## src/rtl/switchbox_config_loader.sv

```systemverilog
// Streams a switch-box configuration into a shadow register word by word,
// range-checks each 5-bit mux-select field, then commits it atomically to config_out.
module switchbox_config_loader #(
   parameter int WORD_WIDTH   = 16,
   parameter int CONFIG_WIDTH = 160
) (
   input  logic                    clock,
   input  logic                    nreset,
   input  logic                    start,
   input  logic                    abort,
   input  logic [WORD_WIDTH-1:0]   data_in,
   input  logic                    data_valid,
   output logic                    data_ready,
   output logic [CONFIG_WIDTH-1:0] config_out,
   output logic                    config_valid,
   output logic                    busy,
   output logic                    done,
   output logic                    error
);

   localparam int NUM_WORDS   = CONFIG_WIDTH / WORD_WIDTH;
   localparam int FIELD_W     = 5;
   localparam int NUM_FIELDS  = CONFIG_WIDTH / FIELD_W;
   localparam int SIDE_FIELDS = 24;
   localparam int SIDE_LIMIT  = 20;
   localparam int LE_LIMIT    = 26;
   localparam int WCW         = $clog2(NUM_WORDS + 1);
   localparam int FCW         = $clog2(NUM_FIELDS);

   typedef enum logic [2:0] {IDLE, LOAD, CHECK, COMMIT, ERROR} state_t;

   state_t                  state, next_state;
   logic [WCW-1:0]          word_cnt;
   logic [FCW-1:0]          field_cnt;
   logic [CONFIG_WIDTH-1:0] shadow;
   logic [FIELD_W-1:0]      cur_field;
   logic [FIELD_W:0]        field_limit;
   logic                    xfer, field_ok, last_word, last_field;

   assign cur_field   = shadow[int'(field_cnt)*FIELD_W +: FIELD_W];
   // First 24 fields drive 20-input side muxes, the rest 26-input LE muxes.
   assign field_limit = (field_cnt < FCW'(SIDE_FIELDS)) ? (FIELD_W+1)'(SIDE_LIMIT)
                                                        : (FIELD_W+1)'(LE_LIMIT);
   assign field_ok    = {1'b0, cur_field} < field_limit;
   assign last_word   = word_cnt == WCW'(NUM_WORDS - 1);
   assign last_field  = field_cnt == FCW'(NUM_FIELDS - 1);

   always_ff @(posedge clock or negedge nreset) begin
      if (!nreset) state <= IDLE;
      else         state <= next_state;
   end

   always_comb begin
      next_state = state;
      data_ready = 1'b0;
      busy       = 1'b0;
      done       = 1'b0;
      xfer       = 1'b0;
      case (state)
         IDLE: if (start) next_state = LOAD;
         LOAD: begin
            data_ready = 1'b1;
            busy       = 1'b1;
            xfer       = data_valid & ~abort;
            if (abort)                  next_state = IDLE;
            else if (xfer && last_word) next_state = CHECK;
         end
         CHECK: begin
            busy = 1'b1;
            if (abort)          next_state = IDLE;
            else if (!field_ok) next_state = ERROR;
            else if (last_field) next_state = COMMIT;
         end
         COMMIT: begin
            done       = 1'b1;
            next_state = IDLE;
         end
         ERROR:   next_state = IDLE;
         default: next_state = IDLE;
      endcase
   end

   // config_out is loaded on the CHECK->COMMIT edge so the new value is visible
   // in the same cycle as the done pulse.
   always_ff @(posedge clock or negedge nreset) begin
      if (!nreset) begin
         word_cnt     <= '0;
         field_cnt    <= '0;
         shadow       <= '0;
         config_out   <= '0;
         config_valid <= 1'b0;
         error        <= 1'b0;
      end else begin
         case (state)
            IDLE: if (start) begin
               word_cnt  <= '0;
               field_cnt <= '0;
               shadow    <= '0;
               error     <= 1'b0;
            end
            LOAD: if (xfer) begin
               shadow[int'(word_cnt)*WORD_WIDTH +: WORD_WIDTH] <= data_in;
               word_cnt <= word_cnt + WCW'(1);
            end
            CHECK: if (!abort) begin
               if (!field_ok) begin
                  error <= 1'b1;
               end else if (last_field) begin
                  config_out   <= shadow;
                  config_valid <= 1'b1;
               end else begin
                  field_cnt <= field_cnt + FCW'(1);
               end
            end
            default: ;
         endcase
      end
   end

endmodule

```

## config.mk

```make
export PLATFORM = sky130hd
export DESIGN_NAME = switchbox_config_loader
export DESIGN_NICKNAME = d
export VERILOG_FILES = /design/src/rtl/switchbox_config_loader.sv
export SDC_FILE = /design/constraint.sdc
export NUM_CORES = 1
export LEC_CHECK = 0
export ABC_AREA = 1
export CAP_MARGIN = 40
export CORE_MARGIN = 5
export CORE_UTILIZATION = 57
export CTS_CLUSTER_SIZE = 16
export DETAILED_ROUTE_END_ITERATION = 6
export PLACE_DENSITY = 0.82
export SLEW_MARGIN = 20
export SYNTH_ARGS = -nofsm -noshare
export SYNTH_HDL_FRONTEND = slang
export SYNTH_SLANG_ARGS = --single-unit
```

## constraint.sdc

```tcl
create_clock -name clock -period 4.4 [get_ports clock]
set_input_delay 0.66 -clock clock [delete_from_list [all_inputs] [get_ports clock]]
set_output_delay 0.66 -clock clock [all_outputs]
set_load 0.01 [all_outputs]
```

==> results.json <==
{
  "grt_use_total_pct": 27.9,
  "top_level_ports": 186,
  "grt_pass1_vias": 12022,
  "setup_tns_ns": 0,
  "hpwl_mm": 29.4,
  "layout_common_cells": "dfrtp_1 (333), nand2_1 (311), inv_1 (217), clkdlybuf4s50_1 (184), o21ai_2 (132)",
  "crit_type": "register to register",
  "routed_wl_mm": 42.5,
  "cp.depth": 20,
  "htree_num_levels": 2,
  "grt_pass1_wl_mm": 67.6,
  "numCtsBuffers": 35,
  "finalHoldViolations": 0,
  "async_reset_ff_share_pct": 100,
  "cts_setup_buffers": 0,
  "cts_tree": "built",
  "skew_ns": 0.0162,
  "rsz0062_at_grt": "no",
  "coreArea_um2": 26100,
  "nets": 1750,
  "path_max_fanout": 26,
  "p_leak_nw": 7.94,
  "synth-seq-cells": 334,
  "critPathSlowestCell": "dfrtp_1",
  "crit_arrival_ns": 3.81,
  "fin_hold_ws_ns": 0.219,
  "fin_area_um2": 18200,
  "n_antenna_cell": 0,
  "fin_ws_ns": 0.971,
  "die_area_um2": 29800,
  "layout-drive-gt1-share_pct": 15.5,
  "pre_cts_ws_ns": 1.09,
  "worstPathCellList": "inv_1 > buf_4 > a21oi_1 > o21ai_0 > nand3_1 > nand3_1 > nand3_1 > o21ai_0 > inv_1 > ha_1 > nand2_1 > nand2_1 > nand2_1 > nand2_1 > nand2_2 > nand3_4 > buf_12 > buf_12 > nand2_1 > o21ai_0",
  "avgViaCountPerCell": 5.85,
  "clock-sinks": 334,
  "synth_warnings": 0,
  "synth.net_count": 1583,
  "ctsHoldBuffers": 0,
  "drt-pass1-iter-count": 6,
  "cts.clk_slew.worst_paths_ns": 0.06,
  "drt-initial-drc-count": 1763,
  "path_common_cell": "nand2_1",
  "worstSetupEndpointType": "register",
  "die_w_um": 173,
  "drc": 0,
  "syn2layout_area_growth_pct": 20.6,
  "tightest_slew_ns": 0.873,
  "worst_ep_required_time_ns": 4.79,
  "placed_area_um2": 17000,
  "synth_cells": 1553,
  "outcome": "completed",
  "hp-class": "input pin to asynchronous set/reset pin",
  "wl_per_cell_um": 20.4,
  "antenna_found_initial": 0,
  "root_buffer": "clkbuf_16",
  "netlist_area_um2": 15100,
  "layout_commonest_cell": "dfrtp_1",
  "fmax_ghz": 0.292,
  "seq_area_frac_synth_pct": 55.5,
  "synth_flop_cell": "dfrtp_1",
  "ys_types": 41,
  "slew_viol_final": 0,
  "grt_overflow_total": 0,
  "synth_edf_count": 0,
  "r2r_cells": 20,
  "p_per_area_nw_per_um2": 456,
  "critPathTopFamily": "simple AND/OR/NAND/NOR gates",
  "place_congestion": 0.981,
  "initial_core_util_pct": 57.8,
  "cp.buffers_inverters": 5,
  "cts_resized": 0,
  "dieHeight_um": 173,
  "cts.path.max_buffers": 3,
  "synth_area_per_cell_um2": 9.70,
  "clk-insertion-delay-late_ns": 0.52,
  "maxSlewHeadroom_pct": 41.8,
  "ant_nets": 0,
  "grt_max_degree": 111,
  "cap_viol_max_count": 0,
  "critPathMaxStageDelay_ns": 0.55,
  "critical_path.startpoint_type": "register",
  "r2r_setup_slack_ns": 0.97,
  "ir_drop_v": 0.000363,
  "placement.io_buffers": 185,
  "setup_violations": 0,
  "min_period_ns": 3.43,
  "vias": 12159,
  "post-route-util_pct": 69.7,
  "fin_crit_sh_pct": 77.9,
  "core.rowCount": 59
}
## Yosys cell counts (all sizes together), types with 3 or more instances
master / count / share of area, %
clkbuf: 21 / 0.54
inv: 229 / 5.8
a21oi: 27 / 0.90
nor3: 7 / 0.23
buf: 63 / 4.1
or2: 3 / 0.12
o32ai: 48 / 2.8
ha: 9 / 0.75
nor2: 47 / 1.4
dfrtp: 334 / 55
o31ai: 26 / 1.3
o21ai: 226 / 11
nand3: 87 / 3.1
nand2: 332 / 8.6
o22ai: 70 / 2.9
nand4: 16 / 0.75
## stage by stage
stage,std cells,power (mW)
4_1_cts,2080,8.24
5_1_grt,2080,8.59
2_1_floorplan,1553,4.65
6_report,2080,8.28
3_3_place_gp,2018,5.22
3_5_place_dp,2018,5.25
## power breakdown
part,internal [mW],switching (mW)
logic,0.477,1.54
clock network,1.82,1.20
registers,3.16,0.0884
## worst reg2reg max path: stages, from the launching register on
cell and delay (ns):
dfrtp_1 0.55, inv_1 0.16, buf_4 0.26, a21oi_1 0.08
o21ai_0 0.10, nand3_1 0.12, nand3_1 0.15, nand3_1 0.08
o21ai_0 0.16, inv_1 0.06, ha_1 0.26, nand2_1 0.06
nand2_1 0.05, nand2_1 0.05, nand2_1 0.08, nand2_2 0.10
nand3_4 0.31, buf_12 0.31, buf_12 0.19, nand2_1 0.09
o21ai_0 0.09
## final timing paths
path                                    from         endpoint
min in group clock                     error            error
worst min-delay path                  nreset   config_out[55]
max in group asynchronous             nreset  config_out[158]
worst min register to register         error            error
worst max-delay path            field_cnt[1]  config_out[159]
worst max register to register  field_cnt[1]  config_out[159]
## state kept, by name, indices dropped and copies added, names as in the netlist
register / flops
error: 1
state: 3
field_cnt: 5
shadow: 160
config_out: 160
config_valid: 1
word_cnt: 4
## layout make-up
cell class,count,area (um2)
flip-flops and latches,334,8360
multi-input cells,904,5140
well taps,335,419
clock buffers,50,1030
inverters,231,877
repair buffers,214,2200
fillers,1882,7890
clock inverters,12,141
## kinds of logic after synthesis
kind of cell	count (synthesis)	synth area share [%]
simple gates	492	14.2
compound gates	402	19.1
flops	334	55.5
buf+inv	315	10.4
fa+ha+maj	9	0.747
xor+xnor	1	0.0581
## per-layer routing
layer  vias up  wire length [um]  global-route usage, %
met4         0              1300                   8.12
met1      5878             17400                   39.5
met2       675             19600                   43.2
met5         -                 0                      0
li1       5506                 -                      -
met3       100              4230                   7.05
Note: power is estimated with default switching activity, not from simulation.
